### src/rtl/window_filter_module_pkg.sv
// Shared sizes, FSM encoding and the saturation helper for the KxK box filter.
package window_filter_module_pkg;

    localparam int unsigned K             = 3;
    localparam int unsigned PIXEL_WIDTH   = 8;
    localparam int unsigned IMG_W         = 16;
    localparam int unsigned OUT_ROWS      = 14;
    localparam int unsigned DEF_DIV_SHIFT = 3;
    localparam int unsigned SUM_WIDTH     = PIXEL_WIDTH + $clog2(K * K);
    localparam int unsigned COL_WIDTH     = K * PIXEL_WIDTH;
    localparam int unsigned WIN_WIDTH     = K * COL_WIDTH;
    localparam int unsigned X_WIDTH       = $clog2(IMG_W);
    localparam int unsigned ROW_WIDTH     = $clog2(OUT_ROWS + 1);

    typedef enum logic [1:0] {
        ST_IDLE = 2'd0,
        ST_FILL = 2'd1,
        ST_RUN  = 2'd2,
        ST_DONE = 2'd3
    } state_t;

    // Clamp a scaled window sum to the largest representable pixel.
    function automatic logic [PIXEL_WIDTH-1:0] saturate(input logic [SUM_WIDTH-1:0] v);
        return (v > SUM_WIDTH'((1 << PIXEL_WIDTH) - 1)) ? '1 : v[PIXEL_WIDTH-1:0];
    endfunction

endpackage

### src/rtl/window_filter_module_if.sv
// Column-in / filtered-pixel-out bundle of the window filter.
interface window_filter_module_if;
    import window_filter_module_pkg::*;

    logic                   start;
    logic                   in_valid;
    logic [COL_WIDTH-1:0]   in_col;
    logic                   out_valid;
    logic [PIXEL_WIDTH-1:0] out_pix;
    logic [X_WIDTH-1:0]     out_x;
    logic                   busy;
    logic                   frame_done;

    modport master (
        output start, in_valid, in_col,
        input  out_valid, out_pix, out_x, busy, frame_done
    );

    modport slave (
        input  start, in_valid, in_col,
        output out_valid, out_pix, out_x, busy, frame_done
    );
endinterface

### src/rtl/window_filter_module_shift_reg.sv
// KxK pixel window held as K column registers; column 0 is the oldest (leftmost).
module window_shift_reg
    import window_filter_module_pkg::*;
(
    input  logic                 clk,
    input  logic                 rst,
    input  logic                 i_shift,
    input  logic [COL_WIDTH-1:0] i_col,
    output logic [WIN_WIDTH-1:0] o_win
);

    logic [COL_WIDTH-1:0] r_cols [K];

    always_ff @(posedge clk) begin
        if (rst) begin
            r_cols <= '{default: '0};
        end else if (i_shift) begin
            for (int c = 0; c < K - 1; c++) begin
                r_cols[c] <= r_cols[c + 1];
            end
            r_cols[K-1] <= i_col;
        end
    end

    for (genvar g = 0; g < K; g++) begin : g_flat
        assign o_win[g*COL_WIDTH +: COL_WIDTH] = r_cols[g];
    end

endmodule

### src/rtl/window_filter_module.sv
// KxK box filter over a column stream: row-aligned sliding window, 2-stage adder pipeline.
module window_filter_module
    import window_filter_module_pkg::*;
#(
    parameter int unsigned DIV_SHIFT = DEF_DIV_SHIFT
)
(
    input  logic             clk,
    input  logic             rst,
    window_filter_module_if.slave bus
);

    state_t                 r_state, w_state_nxt;
    logic [X_WIDTH-1:0]     r_col_cnt;
    logic [ROW_WIDTH-1:0]   r_row_cnt;
    logic                   w_accept, w_col_last, w_row_last, w_emit;
    logic [WIN_WIDTH-1:0]   w_win;
    logic [COL_WIDTH-1:0]   w_cols [K];
    logic [SUM_WIDTH-1:0]   w_csum [K];
    logic [SUM_WIDTH-1:0]   r_csum [K];
    logic [SUM_WIDTH-1:0]   w_total, w_scaled;
    logic                   r_s1_vld;
    logic [X_WIDTH-1:0]     r_s1_x;
    logic                   r_out_valid, r_busy, r_frame_done;
    logic [PIXEL_WIDTH-1:0] r_out_pix;
    logic [X_WIDTH-1:0]     r_out_x;

    assign w_accept   = bus.in_valid && (r_state == ST_FILL || r_state == ST_RUN);
    assign w_col_last = (r_col_cnt == X_WIDTH'(IMG_W - 1));
    assign w_row_last = (r_row_cnt == ROW_WIDTH'(OUT_ROWS - 1));
    assign w_emit     = w_accept && (r_col_cnt >= X_WIDTH'(K - 1));

    window_shift_reg u_win (
        .clk     (clk),
        .rst     (rst),
        .i_shift (w_accept),
        .i_col   (bus.in_col),
        .o_win   (w_win)
    );

    always_ff @(posedge clk) begin
        if (rst) r_state <= ST_IDLE;
        else     r_state <= w_state_nxt;
    end

    always_comb begin
        w_state_nxt = r_state;
        case (r_state)
            ST_IDLE: if (bus.start) w_state_nxt = ST_FILL;
            ST_FILL, ST_RUN: begin
                if (w_accept) begin
                    if (w_col_last)                          w_state_nxt = w_row_last ? ST_DONE : ST_FILL;
                    else if (r_col_cnt == X_WIDTH'(K - 1))   w_state_nxt = ST_RUN;
                end
            end
            // Hold until the last beat has left S1 so frame_done trails the final pixel.
            ST_DONE: if (!r_s1_vld) w_state_nxt = ST_IDLE;
            default: w_state_nxt = ST_IDLE;
        endcase
    end

    always_ff @(posedge clk) begin
        if (rst) begin
            r_col_cnt <= '0;
            r_row_cnt <= '0;
        end else if (r_state == ST_IDLE && bus.start) begin
            r_col_cnt <= '0;
            r_row_cnt <= '0;
        end else if (w_accept) begin
            if (w_col_last) begin
                r_col_cnt <= '0;
                r_row_cnt <= r_row_cnt + ROW_WIDTH'(1);
            end else begin
                r_col_cnt <= r_col_cnt + X_WIDTH'(1);
            end
        end
    end

    // Column sums use the window as it looks after this beat's shift, keeping latency at 2.
    always_comb begin
        for (int c = 0; c < K - 1; c++) begin
            w_cols[c] = w_win[(c+1)*COL_WIDTH +: COL_WIDTH];
        end
        w_cols[K-1] = bus.in_col;
        for (int c = 0; c < K; c++) begin
            w_csum[c] = '0;
            for (int r = 0; r < K; r++) begin
                w_csum[c] = w_csum[c] + SUM_WIDTH'(w_cols[c][r*PIXEL_WIDTH +: PIXEL_WIDTH]);
            end
        end
        w_total = '0;
        for (int c = 0; c < K; c++) begin
            w_total = w_total + r_csum[c];
        end
        w_scaled = w_total >> DIV_SHIFT;
    end

    always_ff @(posedge clk) begin
        if (rst) begin
            r_csum       <= '{default: '0};
            r_s1_vld     <= 1'b0;
            r_s1_x       <= '0;
            r_out_valid  <= 1'b0;
            r_out_pix    <= '0;
            r_out_x      <= '0;
            r_busy       <= 1'b0;
            r_frame_done <= 1'b0;
        end else begin
            r_s1_vld <= w_emit;
            if (w_emit) begin
                r_csum <= w_csum;
                r_s1_x <= r_col_cnt - X_WIDTH'(K - 1);
            end
            r_out_valid <= r_s1_vld;
            if (r_s1_vld) begin
                r_out_pix <= saturate(w_scaled);
                r_out_x   <= r_s1_x;
            end
            r_busy       <= (w_state_nxt == ST_FILL) || (w_state_nxt == ST_RUN);
            r_frame_done <= (r_state == ST_DONE) && (w_state_nxt == ST_IDLE);
        end
    end

    assign bus.out_valid  = r_out_valid;
    assign bus.out_pix    = r_out_pix;
    assign bus.out_x      = r_out_x;
    assign bus.busy       = r_busy;
    assign bus.frame_done = r_frame_done;

endmodule

### src/flat_wrapper.sv
// flat-port wrapper written by rule: the top's interface ports become plain ports
module window_filter_module_flat import window_filter_module_pkg::*;
#(
    parameter int unsigned DIV_SHIFT = DEF_DIV_SHIFT
)
  (clk, rst, bus_start, bus_in_valid, bus_in_col, bus_out_valid, bus_out_pix, bus_out_x, bus_busy, bus_frame_done);
  window_filter_module_if bus_i ();
  input  logic clk;
  input  logic rst;
  input wire logic [$bits(bus_i.start)-1:0] bus_start;
  input wire logic [$bits(bus_i.in_valid)-1:0] bus_in_valid;
  input wire logic [$bits(bus_i.in_col)-1:0] bus_in_col;
  output wire logic [$bits(bus_i.out_valid)-1:0] bus_out_valid;
  output wire logic [$bits(bus_i.out_pix)-1:0] bus_out_pix;
  output wire logic [$bits(bus_i.out_x)-1:0] bus_out_x;
  output wire logic [$bits(bus_i.busy)-1:0] bus_busy;
  output wire logic [$bits(bus_i.frame_done)-1:0] bus_frame_done;
  assign bus_i.start = bus_start;
  assign bus_i.in_valid = bus_in_valid;
  assign bus_i.in_col = bus_in_col;
  assign bus_out_valid = bus_i.out_valid;
  assign bus_out_pix = bus_i.out_pix;
  assign bus_out_x = bus_i.out_x;
  assign bus_busy = bus_i.busy;
  assign bus_frame_done = bus_i.frame_done;
  window_filter_module #(.DIV_SHIFT(DIV_SHIFT)) u_core (.clk(clk), .rst(rst), .bus(bus_i));
endmodule
### config.mk
export PLATFORM = sky130hd
export DESIGN_NAME = window_filter_module_flat
export DESIGN_NICKNAME = d
export VERILOG_FILES = /design/src/rtl/window_filter_module_pkg.sv /design/src/rtl/window_filter_module_if.sv /design/src/rtl/window_filter_module_shift_reg.sv /design/src/rtl/window_filter_module.sv /design/src/flat_wrapper.sv
export SDC_FILE = /design/constraint.sdc
export NUM_CORES = 1
export LEC_CHECK = 0
export CORE_UTILIZATION = 60
export DETAILED_ROUTE_END_ITERATION = 12
export PLACE_DENSITY = 0.81
export SKIP_LAST_GASP = 1
export SLEW_MARGIN = 20
export SYNTH_ARGS = -nofsm -noshare
export SYNTH_HDL_FRONTEND = slang
export SYNTH_SLANG_ARGS = --single-unit
### constraint.sdc
create_clock -name clk -period 3.3 [get_ports clk]
set_input_delay 0.495 -clock clk [delete_from_list [all_inputs] [get_ports clk]]
set_output_delay 0.495 -clock clk [all_outputs]
set_load 0.02 [all_outputs]
# After elaboration in Yosys (flattened, before gate mapping)
# Cells that the tools add are included.
[totals] reg_bits=114 word_cells=56
[op_classes] n_addsub=11 magnitude_cmp=2 eq_ne=8 mux=9 reduce_logical=11
[ops] op="$add A12 B8 Y12" count=3
[ops] op="$add A8 B8 Y9" count=3
[ops] op="$add A12 B12 Y12" count=2
[ops] op="$mux W2" count=6
[ops] op="$gt A9 B8 Y1 const B" count=1
[ops] op="$add A4 B1 Y4 const B" count=2
[ops] op="$eq A4 B4 Y1 const B" count=2
[ops] op="$mux W8" count=1
[ops] op="$eq A2 B2 Y1 const B" count=3
[ops] op="$pmux W2 S3" count=1
[ops] op="$eq A2 B1 Y1 const B" count=2
[ops] op="$eq A4 B2 Y1 const B" count=1
[ops] op="$ge A4 B2 Y1 const B" count=1
[ops] op="$logic_and A1 B1 Y1" count=4
[ops] op="$logic_not A2 Y1" count=2
[ops] op="$mux W4" count=1
[ops] op="$reduce_or A2 Y1" count=2
[ops] op="$sub A4 B2 Y4 const B" count=1
[ops] op="$logic_or A1 B1 Y1" count=2
[ops] op="$reduce_and A2 Y1" count=1

# Longest topological paths before layout
[depth] word_depth=7 ltp_mapped=13

# Cells and area by module
# From an unflattened synthesis, not the netlist that was laid out.
[unflattened] cells_unflattened=700 hier_area_um2=6892.9
[by_module_without_submodules] module="window_filter_module" n_inst=1 cells_per_inst=468 area_per_inst_um2=4312.9 seq_area_each_um2=1201.2
[by_module_without_submodules] module="window_shift_reg" n_inst=1 cells_per_inst=232 area_per_inst_um2=2580.0 seq_area_each_um2=1441.4

# Worst setup path before layout
# No wires, ideal clock.
[synth_timing] kind="in2reg" start="input port bus_in_col[0]" end="register u_core.r_csum[7] (netlist bit)" setup_ns=0.062 t_arrival_ns=2.816 required_time_ns=3.238 setup_slack_ns=0.422 path_stages=9 n_path_buf=0 cell_sequence="ha_1 > fa_1 > xor2_1 > ha_1 > o21a_2 > a21o_1 > a2111o_1 > a2111o_1 > nand3_1"
[synth_via] elab_chain_cells=2
[synth_lines] element="start, declared" line="flat_wrapper.sv:12" rtl="input wire logic [$bits(bus_i.in_col)-1:0] bus_in_col;"
[synth_lines] element="$add A8 B8 Y9" line="window_filter_module.sv:88" rtl="w_csum[c] = w_csum[c] + SUM_WIDTH'(w_cols[c][r*PIXEL_WIDTH +: PIXEL_WIDTH]);"
[synth_lines] element="$add A12 B8 Y12" line="window_filter_module.sv:88"
[synth_lines] element="end signal, assigned" line="window_filter_module.sv:111" rtl="r_csum <= w_csum;"
[synth_lines] element="end, declared" line="window_filter_module.sv:20" rtl="logic [SUM_WIDTH-1:0] r_csum [K];"
# No other way between the ends.
# A chain may end at the register's enable or synchronous reset.

# Worst setup path after layout
[layout_timing] start="input port bus_in_col[0]" end="register u_core.r_csum[8] (netlist bit)"
# The elaborated chain is that of the path after synthesis.

==> metrics.md <==
| Metric | Value |
|---|---|
| Status | `finished, final reports clean` |
| Post-synth cell types | `between 50 and 60` |
| Port buffer count | `42` |
| Largest cells by area after synthesis | `dfxtp_1 (34%), ha_1 (13%), nand2_1 (8.5%)` |
| Post-Syn Area | `6410 um2` |
| Via count | `5571` |
| Post-synthesis compound-gate area fraction | `0.199` |
| Fin crit period | `about 3.1 ns` |
| Starting Density | `0.621` |
| Top cells by count, synth | `nand2_1 (145), dfxtp_1 (108), a21oi_1 (83)` |
| Worst hold-check path type | `flip-flop to flip-flop` |
| Clk sinks | `108` |
| Setup crit start kind | `input port` |
| Reg2reg end | `u_core.r_csum[32]$_SDFFE_PP0P_` |
| Clock Skews | `around 0.012 ns` |
| Global-route wire length before repair | `between 20000 and 25000 um` |
| Reg2reg path depth | `12` |
| Required @ worst endpoint | `about 3.6 ns` |
| Crit path kind | `input port to flip-flop` |
| Initial antenna violation count | `1` |
| Post-DRT Antenna Nets | `0` |
| Number of cell rows | `37` |
| Gr usage total | `0.268` |
| Mux contribution to synthesized area | `0.00625` |
| Min-delay src | `u_core.r_csum[24]$_SDFFE_PP0P_` |
| Max cap viols | `0` |
| Clk root buf | `clkbuf_8` |
| Rel. slew slack | `0.576` |
| Flop2flop setup slack | `about 0.17 ns` |
| Cells after synthesis | `roughly 770` |
| Critical path cell sequence | `clkdlybuf4s50_1 -> ha_1 -> fa_1 -> a21oi_2 -> or3b_1 -> nand2_1 -> nor2_1 -> xnor2_1 -> ha_1 -> or2_2 -> a21o_1 -> o41ai_2 -> nand3_1 -> a311oi_1` |
| Share of post-route cells with drive strength above 1 | `0.0650` |
| Most frequent CP cell | `ha_1` |
| H-tree depth | `3` |
| HPWL Detailed | `between 10000 and 15000 um` |
| Fill cells | `between 800 and 900` |
| Synth warn | `0` |
| Post-synth EDFFs | `0` |
| Area of the multi-input gates | `~4000 um2` |
| P_leak | `3.11 nW` |
| Clock Latency Late Sink | `between 0.3 and 0.4 ns` |
| Period utilisation layout | `0.953` |
| Clk pin slew, worst setup/hold paths | `~0.10 ns` |
| Dpl cells | `approximately 940` |
| Register Area | `approximately 2200 um2` |
| Nets@finish | `approximately 920` |
| I/O pin count | `43` |
| RSZ-0062 raised after global routing | `no` |
| Fmax achieved | `around 320 MHz` |
| Slowest cell on the critical path | `clkdlybuf4s50_1` |
| VDD IR-drop max | `0.286 mV` |
| Total grt overflow | `0` |
| Yosys top cell by area | `dfxtp_1` |
| Avg Inst Size Synth | `around 8.4 um2` |
| Pin count of the biggest net entering global routing | `55` |
| Data arrival, critical path | `around 3.4 ns` |
| Drt wl/cell | `14.9 um` |
| Clock Path Buffers | `2` |
| Final Max Slew Viols | `0` |
| Drc violations | `0` |
| Post-synth top area share | `0.337` |
| Gpl congestion | `between 0.8 and 0.9` |
| Seq/Total Area, Yosys | `0.337` |
| Max stage delay on crit path | `between 0.4 and 0.5 ns` |
| Worst Path Max Fanout | `2` |
| Fin cells | `roughly 950` |
| Yosys reg bits | `between 100 and 150` |
| Xor and xnor fraction of the mapped netlist area | `0.0492` |
| Slew @ Worst Pin | `~0.63 ns` |
| Worst Setup SP | `bus_in_col[0]` |
| Combinational family with the most area after synthesis | `compound AO/OA/AOI/OAI gates` |
| Setup Slack @ Placement | `-0.215 ns` |
| # setup viols final | `0` |
| Layout area overhead | `13.3%` |
| Synth async-reset ratio | `0` |
| Post-Synth Simple-Gate Area | `0.192` |
| CTS buffer count | `9` |
| Hold endpoint | `u_core.r_csum[24]$_SDFFE_PP0P_` |
| Vias in the first global route | `between 5000 and 6000` |
| Fin. Hold Viols | `0` |
| Worst reg2reg startpoint | `u_core.u_win.o_win[24]$_SDFFE_PP0P_` |
| Chip height | `around 110 um` |
| Core Region | `approximately 10000 um2` |
| Initial DRC count | `slightly below 300` |
| Worst setup EP type | `flip-flop` |
| Hold Worst Slack | `between 0.4 and 0.5 ns` |
| Total power | `approximately 2.7 mW` |
| WHS Path Cells | `2` |
| CTS tree | `done` |
| Synthesized Nets | `877` |
| Vias per cell | `approximately 5.8` |
| Final wirelength | `~14000 um` |
| Die ar. | `11100 um2` |
| Drt first pass iters | `5` |
| Power density over cell area | `around 380 nW/um2` |
| Synth Area in Adders | `0.178` |
| Post-synth top flop | `dfxtp_1` |
| Setup WS post-layout | `0.155 ns` |
| Most frequent cell after synthesis | `nand2_1` |
| Setup repair bufs after CTS | `0` |
| Die Wd | `between 100 and 150 um` |
worst max path at each step:
stage | endpoint | slack (ns) | depth (start not counted)
6_report | u_core.r_csum[8]$_SDFFE_PP0P_ | 0.16 | 14
5_1_grt | u_core.r_csum[8]$_SDFFE_PP0P_ | 0.0004 | 14
4_1_cts | u_core.r_csum[8]$_SDFFE_PP0P_ | 0.17 | 14
3_5_place_dp | u_core.r_csum[8]$_SDFFE_PP0P_ | -0.22 | 14
3_3_place_gp | u_core.r_csum[8]$_SDFFE_PP0P_ | -0.14 | 14
2_1_floorplan | u_core.r_csum[7]$_SDFFE_PP0P_ | 0.42 | 9
power breakdown:
group	internal [mW]	switching, mW
clock network	0.321	0.446
logic	0.265	0.326
registers	1.34	0.0314
total	1.92	0.803
cells in the final DEF (no fill, tap or decap), types with 3 or more instances in the layout:
cell	Yosys	final
nor2_1	46	46
clkdlybuf4s50_1	0	41
o41ai_1	5	3
o21ai_1	7	7
or3_1	9	9
mux2i_1	4	4
nand2_1	145	145
a21oi_1	83	82
a31oi_1	4	4
a21o_1	24	24
clkbuf_8	0	11
o31a_1	5	5
nand3_1	33	33
inv_1	35	35
a311oi_1	10	10
xnor2_1	21	21
o211ai_1	4	4
nor3_1	9	9
nor2b_1	10	10
a211oi_1	11	11
nand3b_1	6	6
dfxtp_1	108	108
a2111o_1	7	7
xor2_1	15	15
o21ai_0	10	10
or2_2	4	4
ha_1	67	67
a211o_1	6	6
fa_1	15	15
and3_1	3	3
buf_4	0	21
worst max-delay path: cells and delay by family:
kind            cells  cell delay (ns)
xor+xnor            1             0.13
compound gates      4             0.71
fa+ha+maj           3             0.92
simple gates        5             0.74
buf+inv             1             0.42
flip-flops by register name, summed over array words and instances, names as in the netlist:
signal and count:
u_core.r_state 2, u_core.u_win.o_win 48, u_core.bus.out_valid 1, u_core.r_row_cnt 4
u_core.r_s1_x 4, u_core.r_s1_vld 1, u_core.bus.busy 1, u_core.r_col_cnt 4
u_core.bus.out_x 4, u_core.bus.out_pix 8, u_core.bus.frame_done 1, u_core.r_csum 30
kinds of logic after synthesis:
logic type,Yosys count
xor+xnor,36
buf+inv,66
fa+ha+maj,82
flops,108
simple gates,278
compound gates,193
mux,4
what timing repair did:
action                                  CTS  global route
hold buffers                              0             0
endpoints found under the setup margin    0             2
resized for setup                         0             3
per-layer routing:
layer / global-route usage / wire, um / up-vias
li1: - / - / 2775
met1: 0.347 / 6360 / 2617
met2: 0.450 / 6920 / 162
met3: 0.0507 / 773 / 17
met4: 0.0815 / 164 / 0
met5: 0 / 0 / -
metrics by stage:
stage | util | cell area, um2 | TNS, ns
floorplan | - | 6410 | 0
global placement | 0.683 | 7050 | -0.247
detailed placement | 0.683 | 7050 | -0.396
CTS | 0.701 | 7240 | 0
global route | 0.703 | 7260 | 0
finish | 0.704 | 7260 | 0
layout make-up:
type / count / share of cell area
Multi-Input combinational cell: 593 / 0.553
Antenna cell: 1 / 0.000345
Clock buffer: 12 / 0.0214
Inverter: 35 / 0.0181
Timing Repair Buffer: 64 / 0.0817
Sequential cell: 108 / 0.298
Tap cell: 136 / 0.0234
Clock inverter: 4 / 0.00448
No activity file was read; power rests on OpenSTA's default activity.
